File: src/rtl/turn_signal_pkg.sv
// -----------------------------------------------------------------------------
// turn_signal_pkg
// Shared definitions for the turn signal controller:
//   - state encoding (state_t and the ST_* localparams)
//   - width of the comfort blink counter
//   - level_state(): the fixed priority ordering of the level inputs
//   - is_comfort(): true for the two tap-started comfort states
// -----------------------------------------------------------------------------
package turn_signal_pkg;

  typedef logic [2:0] state_t;

  localparam state_t ST_IDLE   = 3'd0;
  localparam state_t ST_LEFT   = 3'd1;
  localparam state_t ST_RIGHT  = 3'd2;
  localparam state_t ST_HAZARD = 3'd3;
  localparam state_t ST_COMF_L = 3'd4;
  localparam state_t ST_COMF_R = 3'd5;

  localparam int COMF_W = 4;

  // Highest-priority state requested by the level inputs alone. ST_IDLE
  // means no level input is asserted, so taps and comfort may take over.
  function automatic state_t level_state(input logic ess, input logic hazard,
                                         input logic left, input logic right);
    if (ess || hazard || (left && right)) return ST_HAZARD;
    else if (left)                        return ST_LEFT;
    else if (right)                       return ST_RIGHT;
    else                                  return ST_IDLE;
  endfunction

  function automatic logic is_comfort(input state_t s);
    return (s == ST_COMF_L) || (s == ST_COMF_R);
  endfunction

endpackage

File: src/rtl/blink_timebase.sv
// -----------------------------------------------------------------------------
// blink_timebase
// Phase counter for the blink pattern. cnt runs 0..PERIOD_CYC-1 and wraps;
// restart forces it back to 0 on the next edge.
// Ports:
//   clk      in   system clock
//   rst      in   synchronous active-high reset
//   restart  in   synchronous restart of the phase counter
//   cnt      out  CNT_W  current phase
//   lamp_on  out  1      lit part of the period (cnt < ON_CYC)
//   wrap     out  1      one-cycle pulse on the last cycle of a period
// -----------------------------------------------------------------------------
module blink_timebase #(
  parameter int PERIOD_CYC = 25_000_000,
  parameter int ON_CYC     = 12_500_000,
  parameter int CNT_W      = $clog2(PERIOD_CYC)
) (
  input  logic             clk,
  input  logic             rst,
  input  logic             restart,
  output logic [CNT_W-1:0] cnt,
  output logic             lamp_on,
  output logic             wrap
);

  always_ff @(posedge clk) begin
    // NOTE: state registers use non-blocking assignments so every flop
    // samples values from before the edge, independent of block order.
    if (rst || restart)  cnt <= '0;
    else if (wrap)       cnt <= '0;
    else                 cnt <= cnt + CNT_W'(1);
  end

  assign wrap    = (cnt == CNT_W'(PERIOD_CYC - 1));
  assign lamp_on = (cnt < CNT_W'(ON_CYC));

endmodule

File: src/rtl/turn_signal_controller.sv
// -----------------------------------------------------------------------------
// turn_signal_controller
// Left/right/hazard indicator with tap-started comfort blinking.
// Optional build macro: TURN_SIGNAL_SWEEP_EN -- during the lit phase the
// segments of a side light progressively (segment k once cnt >= k*step)
// instead of all together.
// Ports:
//   clk         in   system clock
//   rst         in   synchronous active-high reset
//   sw_left     in   left indicator switch (level)
//   sw_right    in   right indicator switch (level)
//   sw_hazard   in   hazard switch (level)
//   ess_active  in   emergency stop signal (level)
//   tap_left    in   one-cycle comfort request, left
//   tap_right   in   one-cycle comfort request, right
//   led_left    out  N_SEG  left lamp segments (registered)
//   led_right   out  N_SEG  right lamp segments (registered)
//   busy        out  1      state is not IDLE
// -----------------------------------------------------------------------------
module turn_signal_controller
  import turn_signal_pkg::*;
#(
  parameter int PERIOD_CYC     = 25_000_000,
  parameter int ON_CYC         = 12_500_000,
  parameter int N_SEG          = 1,
  parameter int COMFORT_BLINKS = 3
) (
  input  logic             clk,
  input  logic             rst,
  input  logic             sw_left,
  input  logic             sw_right,
  input  logic             sw_hazard,
  input  logic             ess_active,
  input  logic             tap_left,
  input  logic             tap_right,
  output logic [N_SEG-1:0] led_left,
  output logic [N_SEG-1:0] led_right,
  output logic             busy
);

  localparam int CNT_W = $clog2(PERIOD_CYC);

  state_t             state, next_state;
  logic [COMF_W-1:0]  comf_cnt;
  logic               reload;
  logic               restart;
  logic [CNT_W-1:0]   cnt;
  logic               lamp_on;
  logic               wrap;
  logic               left_active, right_active;
  logic [N_SEG-1:0]   seg_mask;

  blink_timebase #(
    .PERIOD_CYC (PERIOD_CYC),
    .ON_CYC     (ON_CYC),
    .CNT_W      (CNT_W)
  ) u_timebase (
    .clk     (clk),
    .rst     (rst),
    .restart (restart),
    .cnt     (cnt),
    .lamp_on (lamp_on),
    .wrap    (wrap)
  );

  // Every state change, and every cycle spent in IDLE, pins the phase to 0
  // so a new pattern always begins with the lit phase.
  assign restart = (next_state != state) || (next_state == ST_IDLE);

  // State register
  always_ff @(posedge clk) begin
    if (rst) state <= ST_IDLE;
    else     state <= next_state;
  end

  // Next-state logic
  always_comb begin
    // NOTE: every variable gets a default before any branch, so no path
    // leaves it unassigned and no latch is inferred.
    next_state = ST_IDLE;
    reload     = 1'b0;
    if (level_state(ess_active, sw_hazard, sw_left, sw_right) != ST_IDLE) begin
      next_state = level_state(ess_active, sw_hazard, sw_left, sw_right);
    end else if (tap_left && !tap_right) begin
      // An opposite-side tap cancels comfort; same side (re)starts it.
      next_state = (state == ST_COMF_R) ? ST_IDLE : ST_COMF_L;
      reload     = (state != ST_COMF_R);
    end else if (tap_right && !tap_left) begin
      next_state = (state == ST_COMF_L) ? ST_IDLE : ST_COMF_R;
      reload     = (state != ST_COMF_L);
    end else if (is_comfort(state)) begin
      // Leave on the wrap that completes the last requested period.
      next_state = (wrap && comf_cnt == COMF_W'(1)) ? ST_IDLE : state;
    end
  end

  // Remaining comfort periods; a reload wins over a coincident wrap.
  always_ff @(posedge clk) begin
    if (rst)                          comf_cnt <= '0;
    else if (reload)                  comf_cnt <= COMF_W'(COMFORT_BLINKS);
    else if (!is_comfort(next_state)) comf_cnt <= '0;
    else if (wrap)                    comf_cnt <= comf_cnt - COMF_W'(1);
  end

  // Output decode
  always_comb begin
    busy         = (state != ST_IDLE);
    left_active  = (state == ST_LEFT)  || (state == ST_HAZARD) || (state == ST_COMF_L);
    right_active = (state == ST_RIGHT) || (state == ST_HAZARD) || (state == ST_COMF_R);
  end

`ifdef TURN_SIGNAL_SWEEP_EN
  localparam int SEG_STEP = ON_CYC / N_SEG;

  always_comb begin
    seg_mask = '0;
    for (int k = 0; k < N_SEG; k++) begin
      seg_mask[k] = lamp_on && (int'(cnt) >= k * SEG_STEP);
    end
  end
`else
  assign seg_mask = {N_SEG{lamp_on}};
`endif

  // Registered lamp drive: one cycle behind cnt.
  always_ff @(posedge clk) begin
    if (rst) begin
      led_left  <= '0;
      led_right <= '0;
    end else begin
      led_left  <= left_active  ? seg_mask : '0;
      led_right <= right_active ? seg_mask : '0;
    end
  end

endmodule

File: config.mk
export PLATFORM = sky130hd
export DESIGN_NAME = turn_signal_controller
export DESIGN_NICKNAME = d
export VERILOG_FILES = /design/src/rtl/turn_signal_pkg.sv /design/src/rtl/blink_timebase.sv /design/src/rtl/turn_signal_controller.sv
export SDC_FILE = /design/constraint.sdc
export NUM_CORES = 1
export LEC_CHECK = 0
export ABC_AREA = 1
export CAP_MARGIN = 0
export CORE_ASPECT_RATIO = 0.8
export CORE_MARGIN = 2
export CORE_UTILIZATION = 45
export CTS_CLUSTER_SIZE = 14
export DETAILED_ROUTE_END_ITERATION = 8
export PLACE_DENSITY_LB_ADDON = 0.1
export SYNTH_ARGS = -nofsm -noshare
export SYNTH_HDL_FRONTEND = slang
export SYNTH_SLANG_ARGS = --single-unit
File: constraint.sdc
create_clock -name clk -period 2.1 [get_ports clk]
set_input_delay 0.63 -clock clk [delete_from_list [all_inputs] [get_ports clk]]
set_output_delay 0.63 -clock clk [all_outputs]
set_load 0.01 [all_outputs]
Word level (Yosys, flattened, before mapping)
Index checks and enable logic that the tools add are counted.
{"block": "word_totals", "wordCells": 64, "register_bits": 34}
{"block": "op_classes", "eq_ne": 13, "add_sub_neg": 2, "magnitude_cmp": 1, "n_mux": 16, "bitwise_logic": 3, "reduce_logical": 23}
{"op": "$add 25x1->25 const B", "n": 1}
{"op": "$eq 25x25->1 const B", "n": 1}
{"op": "$lt 25x24->1 const B", "n": 1}
{"op": "$mux 3", "n": 7}
{"op": "$eq 3x3->1 const B", "n": 4}
{"op": "$mux 2", "n": 6}
{"op": "$logic_or 1x1->1", "n": 10}
{"op": "$ne 3x3->1 const B", "n": 3}
{"op": "$eq 3x2->1 const B", "n": 2}
{"op": "$reduce_bool 3->1", "n": 2}
{"op": "$reduce_or 2->1", "n": 3}
{"op": "$eq 4x1->1 const B", "n": 1}
{"op": "$logic_and 1x1->1", "n": 4}
{"op": "$sub 4x1->4 const B", "n": 1}
{"op": "$eq 3x1->1 const B", "n": 1}
{"op": "$logic_not 3->1", "n": 1}
{"op": "$mux 1", "n": 3}
{"op": "$ne 3x3->1", "n": 1}
{"op": "$not 1->1", "n": 3}
{"op": "$reduce_or 3->1", "n": 1}
{"op": "$logic_not 1->1", "n": 2}

Longest topological paths before layout
Gate-level depths: netlist (run 1).
{"block": "logic_depth", "word_depth": 11, "mapped_depth": 15, "depth_no_buf": 14}

Hierarchy
From an unflattened synthesis (run 1), not the netlist that was laid out.
{"block": "unflattened", "hier_cells": 329, "hier_area_um2": 2140.8}
{"mod": "blink_timebase", "seq_area_each_um2": 500.5, "n_inst": 1, "area_per_inst_um2": 1571.5, "cells_per_inst": 243}
{"mod": "turn_signal_controller", "seq_area_each_um2": 180.2, "n_inst": 1, "area_per_inst_um2": 569.3, "cells_per_inst": 86}

Least setup slack after synthesis (run 1)
No wires, ideal clock.
{"block": "synth_path", "path_type": "input to register", "from": "input sw_hazard", "to": "register u_timebase.cnt[13]", "n_path_buf": 1, "cell_stages": 12, "slack_ps": 237, "setup_ps": 62, "arrival_ps": 1801, "path_cell_list": "nor2_1 -> nand2_1 -> nor2_2 -> o21ai_1 -> nor2_2 -> a21oi_1 -> inv_2 -> nand2_1 -> nand2_2 -> nand3_4 -> buf_12 -> nor2_2"}
{"block": "synth_via", "elab_chain_len": 9, "elab_cells_between_ends": 10}
{"item": "from (decl)", "line_no": "turn_signal_controller.sv:32", "rtl": "input logic sw_hazard,"}
{"item": "$logic_or 1x1->1 (*) (2 in series)", "line_no": "turn_signal_pkg.sv:26", "rtl": "if (ess || hazard || (left && right)) return ST_HAZARD;"}
{"item": "$mux 2 (*)", "line_no": "turn_signal_pkg.sv:26"}
{"item": "$reduce_bool 3->1", "line_no": "turn_signal_controller.sv:82", "rtl": "if (level_state(ess_active, sw_hazard, sw_left, sw_right) != ST_IDLE) begin"}
{"item": "$mux 3 (*)", "line_no": "turn_signal_controller.sv:82"}
{"item": "$ne 3x3->1 / $logic_not 3->1 (equally long branches)", "line_no": "turn_signal_controller.sv:68", "rtl": "assign restart = (next_state != state) || (next_state == ST_IDLE);"}
{"item": "$logic_or 1x1->1 (*)", "line_no": "turn_signal_controller.sv:68"}
{"item": "$logic_or 1x1->1 (*)", "line_no": "blink_timebase.sv:29", "rtl": "if (rst || restart) cnt <= '0;"}
{"item": "$reduce_or 2->1 (no line) (*)"}
{"item": "to (signal assigned)", "line_no": "blink_timebase.sv:31", "rtl": "else cnt <= cnt + CNT_W'(1);"}
{"item": "to (decl)", "line_no": "blink_timebase.sv:21", "rtl": "output logic [CNT_W-1:0] cnt,"}
Mark *: on every way between the ends. The rest lies on a longest branch, timed or not.
A chain may end at the register's enable or synchronous reset.

Worst setup path after layout (run 1)
{"block": "layout_path", "from": "input sw_right", "to": "register u_timebase.cnt[7]"}
{"block": "layout_via", "elab_chain_len": 9, "elab_cells_between_ends": 12}
{"item": "from (decl)", "line_no": "turn_signal_controller.sv:31", "rtl": "input logic sw_right,"}
{"item": "$mux 2 / $logic_and 1x1->1 (equally long branches)", "line_no": "turn_signal_pkg.sv:28, turn_signal_pkg.sv:26"}
{"item": "$mux 2 / $logic_or 1x1->1 (equally long branches)", "line_no": "turn_signal_pkg.sv:27, turn_signal_pkg.sv:26"}
{"item": "$mux 2 (*)", "line_no": "turn_signal_pkg.sv:26"}
{"item": "$reduce_bool 3->1", "line_no": "turn_signal_controller.sv:82"}
{"item": "$mux 3 (*)", "line_no": "turn_signal_controller.sv:82"}
{"item": "$ne 3x3->1 / $logic_not 3->1 (equally long branches)", "line_no": "turn_signal_controller.sv:68"}
{"item": "$logic_or 1x1->1 (*)", "line_no": "turn_signal_controller.sv:68"}
{"item": "$logic_or 1x1->1 (*)", "line_no": "blink_timebase.sv:29"}
{"item": "$reduce_or 2->1 (no line) (*)"}
Marks and branches as above.

==> results of run 1 <==
-- synth_stat cells (5+ instances only) --
cell type | instances | share of area (%)
nand2_1 | 45 | 8.8
nand3_1 | 12 | 3.1
nor2_1 | 31 | 6.1
nand4_1 | 6 | 2.0
nor3_1 | 9 | 2.3
nor2_2 | 23 | 7.5
xor2_1 | 20 | 9.1
xnor2_1 | 5 | 2.3
inv_1 | 39 | 7.6
dfxtp_1 | 34 | 35
a21oi_1 | 6 | 1.6
-- state kept, by name, summed over array words and instances (netlist names) --
name / flops
led_left: 1
led_right: 1
comf_cnt: 4
state: 3
u_timebase.cnt: 25
-- cells in the final DEF, fill, tap and decap left out, types with 2 or more instances in the layout --
| cell | count |
|---|---|
| nor2_1 | 27 |
| nand2_1 | 41 |
| nor3_2 | 2 |
| xor2_1 | 20 |
| inv_2 | 4 |
| nand3_4 | 2 |
| nor3_1 | 8 |
| clkbuf_8 | 6 |
| dfxtp_2 | 3 |
| a21oi_1 | 5 |
| dlygate4sd2_1 | 2 |
| clkdlybuf4s50_1 | 5 |
| nand3_1 | 10 |
| nand3_2 | 3 |
| buf_4 | 17 |
| nand3b_1 | 2 |
| nor2_2 | 22 |
| xnor2_1 | 5 |
| dfxtp_1 | 30 |
| nor2_4 | 8 |
| ha_1 | 2 |
| dlymetal6s2s_1 | 3 |
| nand2_2 | 7 |
| nand4_1 | 6 |
| inv_1 | 38 |
| o21ai_0 | 3 |
| buf_12 | 3 |
-- cell families (layout without fill, tap and decap cells) --
family / count (synthesis) / after routing / share of synthesized area (%)
AND/OR/NAND/NOR: 142 / 142 / 37.9
AO/OA/AOI/OAI: 11 / 11 / 3.00
flip-flops: 34 / 34 / 35.5
XOR/XNOR: 25 / 25 / 11.4
buffers and inverters: 45 / 80 / 10.2
adder cells (fa/ha/maj): 3 / 3 / 1.96
-- area by class of cell --
cell class	count	area, um^2
fillers	403	1660
repair buffers	31	320
inverters	42	158
multi-input cells	181	1140
well taps	57	71.3
flip-flops and latches	34	688
clock buffers	6	82.6
clock inverters	1	30.0
-- power by group through the flow --
stage	combinational (W)	sequential (W)	clock, W
after floorplan	0.0000512	0.000671	0
after global placement	0.0000929	0.000671	0
after detailed placement	0.0000925	0.000671	0
after CTS	0.000107	0.000657	0.000634
after global routing	0.000121	0.000658	0.000666
final	0.000112	0.000657	0.000618
-- stage by stage --
stage                     utilization [%]  hold slack, ns  TNS [ns]  worst slack (ns)  std cells
after floorplan                         -           0.418         0             0.237        260
after global placement               52.5           0.433     -6.07            -0.246        336
after detailed placement             52.5           0.448     -8.02            -0.341        336
after CTS                            57.9           0.465         0           0.00467        351
after global routing                 59.9           0.462    -0.148           -0.0276        352
final                                59.9           0.439         0            0.0719        352
-- worst paths after layout --
check / startpoint / to / slack, ns / depth (start not counted)
worst max-delay path: sw_right / u_timebase.cnt[7] / 0.07 / 11
worst max register to register: u_timebase.cnt[1] / u_timebase.cnt[7] / 0.16 / 15
worst min register to register: u_timebase.cnt[0] / u_timebase.cnt[0] / 0.44 / 1
worst min-delay path: u_timebase.cnt[0] / u_timebase.cnt[0] / 0.44 / 1
-- repair_timing --
item	CTS	global route
resized for setup	11	23
endpoints found under the setup margin	25	28
buffers inserted	7	1
cloned	1	0
hold buffers	0	0
pin swaps	7	12
-- layer usage --
layer / track usage, % / wire length (um) / part of all wire (%)
met2: 26.2 / 1680 / 41
met1: 27.1 / 2200 / 54
met4: 6.03 / 46 / 1.1
met3: 5.64 / 171 / 4.2
met5: 0 / 0 / 0
==> flow_metrics.py, run 1 <==
metrics = {
    "run_status": {
        "status": "complete, no violations",
    },
    "routing": {
        "vias_per_cell": 4.64,
        "drc_errors": 0,
        "drtIter0Drc": 98,
        "drt-wirelength-per-cell_um": 11.6,
        "drtAntennaViolNets": 0,
        "num_vias": 1632,
        "drt_first_pass_iters": 4,
        "routed_wl_um": 4100,
    },
    "synthesis": {
        "synth_cells": 260,
        "synth_cell_types": 29,
        "synthesis.nets": 271,
        "syn-cell-area_um2": 1920,
        "synth_edf_count": 0,
        "ys_ff_latch": 34,
        "ys.flop_type": "dfxtp_1",
        "ys_warn_count": 0,
        "async_flop_share_pct": 0,
        "avgSynthCellArea_um2": 7.38,
        "seq_area_frac_synth_pct": 35.5,
    },
    "cells_and_area": {
        "final_nets": 306,
        "n_antenna_cell": 0,
        "design_area_um2": 2490,
        "drive_above_1_share_pct": 28.5,
        "area_growth_pct": 29.6,
    },
    "timing": {
        "finalClockSkew_ns": 0.00511,
        "finalHoldViolCount": 0,
        "max_freq_ghz": 0.493,
        "timing.final.crit_share_pct": 96.6,
        "min_period_ns": 2.03,
        "final_max_slew_viol_count": 0,
        "finalSetupViolCount": 0,
        "worst_pin_slew_ns": 0.429,
        "slew_headroom_pct": 71.2,
    },
    "floorplan": {
        "floorplan.rows": 21,
        "ioPinCount": 11,
        "core_area_um2": 4150,
        "die_x_um": 77.0,
        "start_util_pct": 46.2,
        "die_h_um": 62.4,
        "die_area_um2": 4810,
    },
    "critical_path": {
        "startpoint_type": "input port",
        "critPathCaptureType": "register",
        "path_buf_inv": 3,
        "path_common_cell": "nor2_4",
        "cp_max_fo": 8,
        "path_delay_family": "buffers and inverters",
        "worstPathCellList": "clkdlybuf4s50_1 > nor2_4 > o21ai_4 > nor2_2 > buf_4 > nor2_1 > nand2_1 > nand2_2 > nand3_4 > buf_12 > nor2_4",
        "arrival_ns": 2.21,
        "required_ns": 2.28,
        "path_class": "input port to register",
        "slowest_delay_ns": 0.48,
        "slowest_stage": "clkdlybuf4s50_1",
    },
    "placement": {
        "hpwl_um": 2920,
        "numPortBuffers": 10,
        "place_area_um2": 2180,
        "gp_congestion": 0.833,
    },
    "worst_hold_path": {
        "hold_class": "register to register",
    },
    "power": {
        "power_leakage_nw": 0.978,
        "p_int_w": 0.00109,
        "p_clk_share_pct": 44.6,
        "vdd_drop_max_uv": 422,
        "power_frac_comb_pct": 8.1,
        "p_switching_w": 0.000300,
        "cellPowerDensity_nw_per_um2": 558,
        "total_power_w": 0.00139,
        "swShare_pct": 21.6,
        "seq_power_share_pct": 47.4,
    },
    "global_route": {
        "grt_pass1_vias": 1497,
        "grt_pass1_wl_um": 6960,
        "grt_max_degree": 11,
        "grt_use_total_pct": 18.6,
        "grt_overflow_total": 0,
        "antenna_found_initial": 0,
    },
    "clock_network": {
        "insertion_delay_ns": 0.29,
        "clkSinkCount": 34,
        "cts_tree": "done",
        "htree_levels": 2,
        "root_buffer": "clkbuf_8",
        "clk_pin_slew_worst_paths_ns": 0.07,
        "clockBufferDepth": 2,
        "cts_buffers": 5,
    },
    "job": {
        "cap_violations": 0,
    },
}
Note: power is estimated with default switching activity, not from simulation.
==> run 2, diff against run 1 <==
--- a/config.mk
+++ b/config.mk
@@ -10,8 +10,10 @@
 export CORE_ASPECT_RATIO = 0.8
 export CORE_MARGIN = 2
 export CORE_UTILIZATION = 45
+export CTS_CLUSTER_DIAMETER = 120
 export CTS_CLUSTER_SIZE = 14
 export DETAILED_ROUTE_END_ITERATION = 8
+export GPL_ROUTABILITY_DRIVEN = 0
 export PLACE_DENSITY_LB_ADDON = 0.1
 export SYNTH_ARGS = -nofsm -noshare
 export SYNTH_HDL_FRONTEND = slang
==> results of run 2 <==
No change in the layout: final DEF, timing and power equal those of run 1.
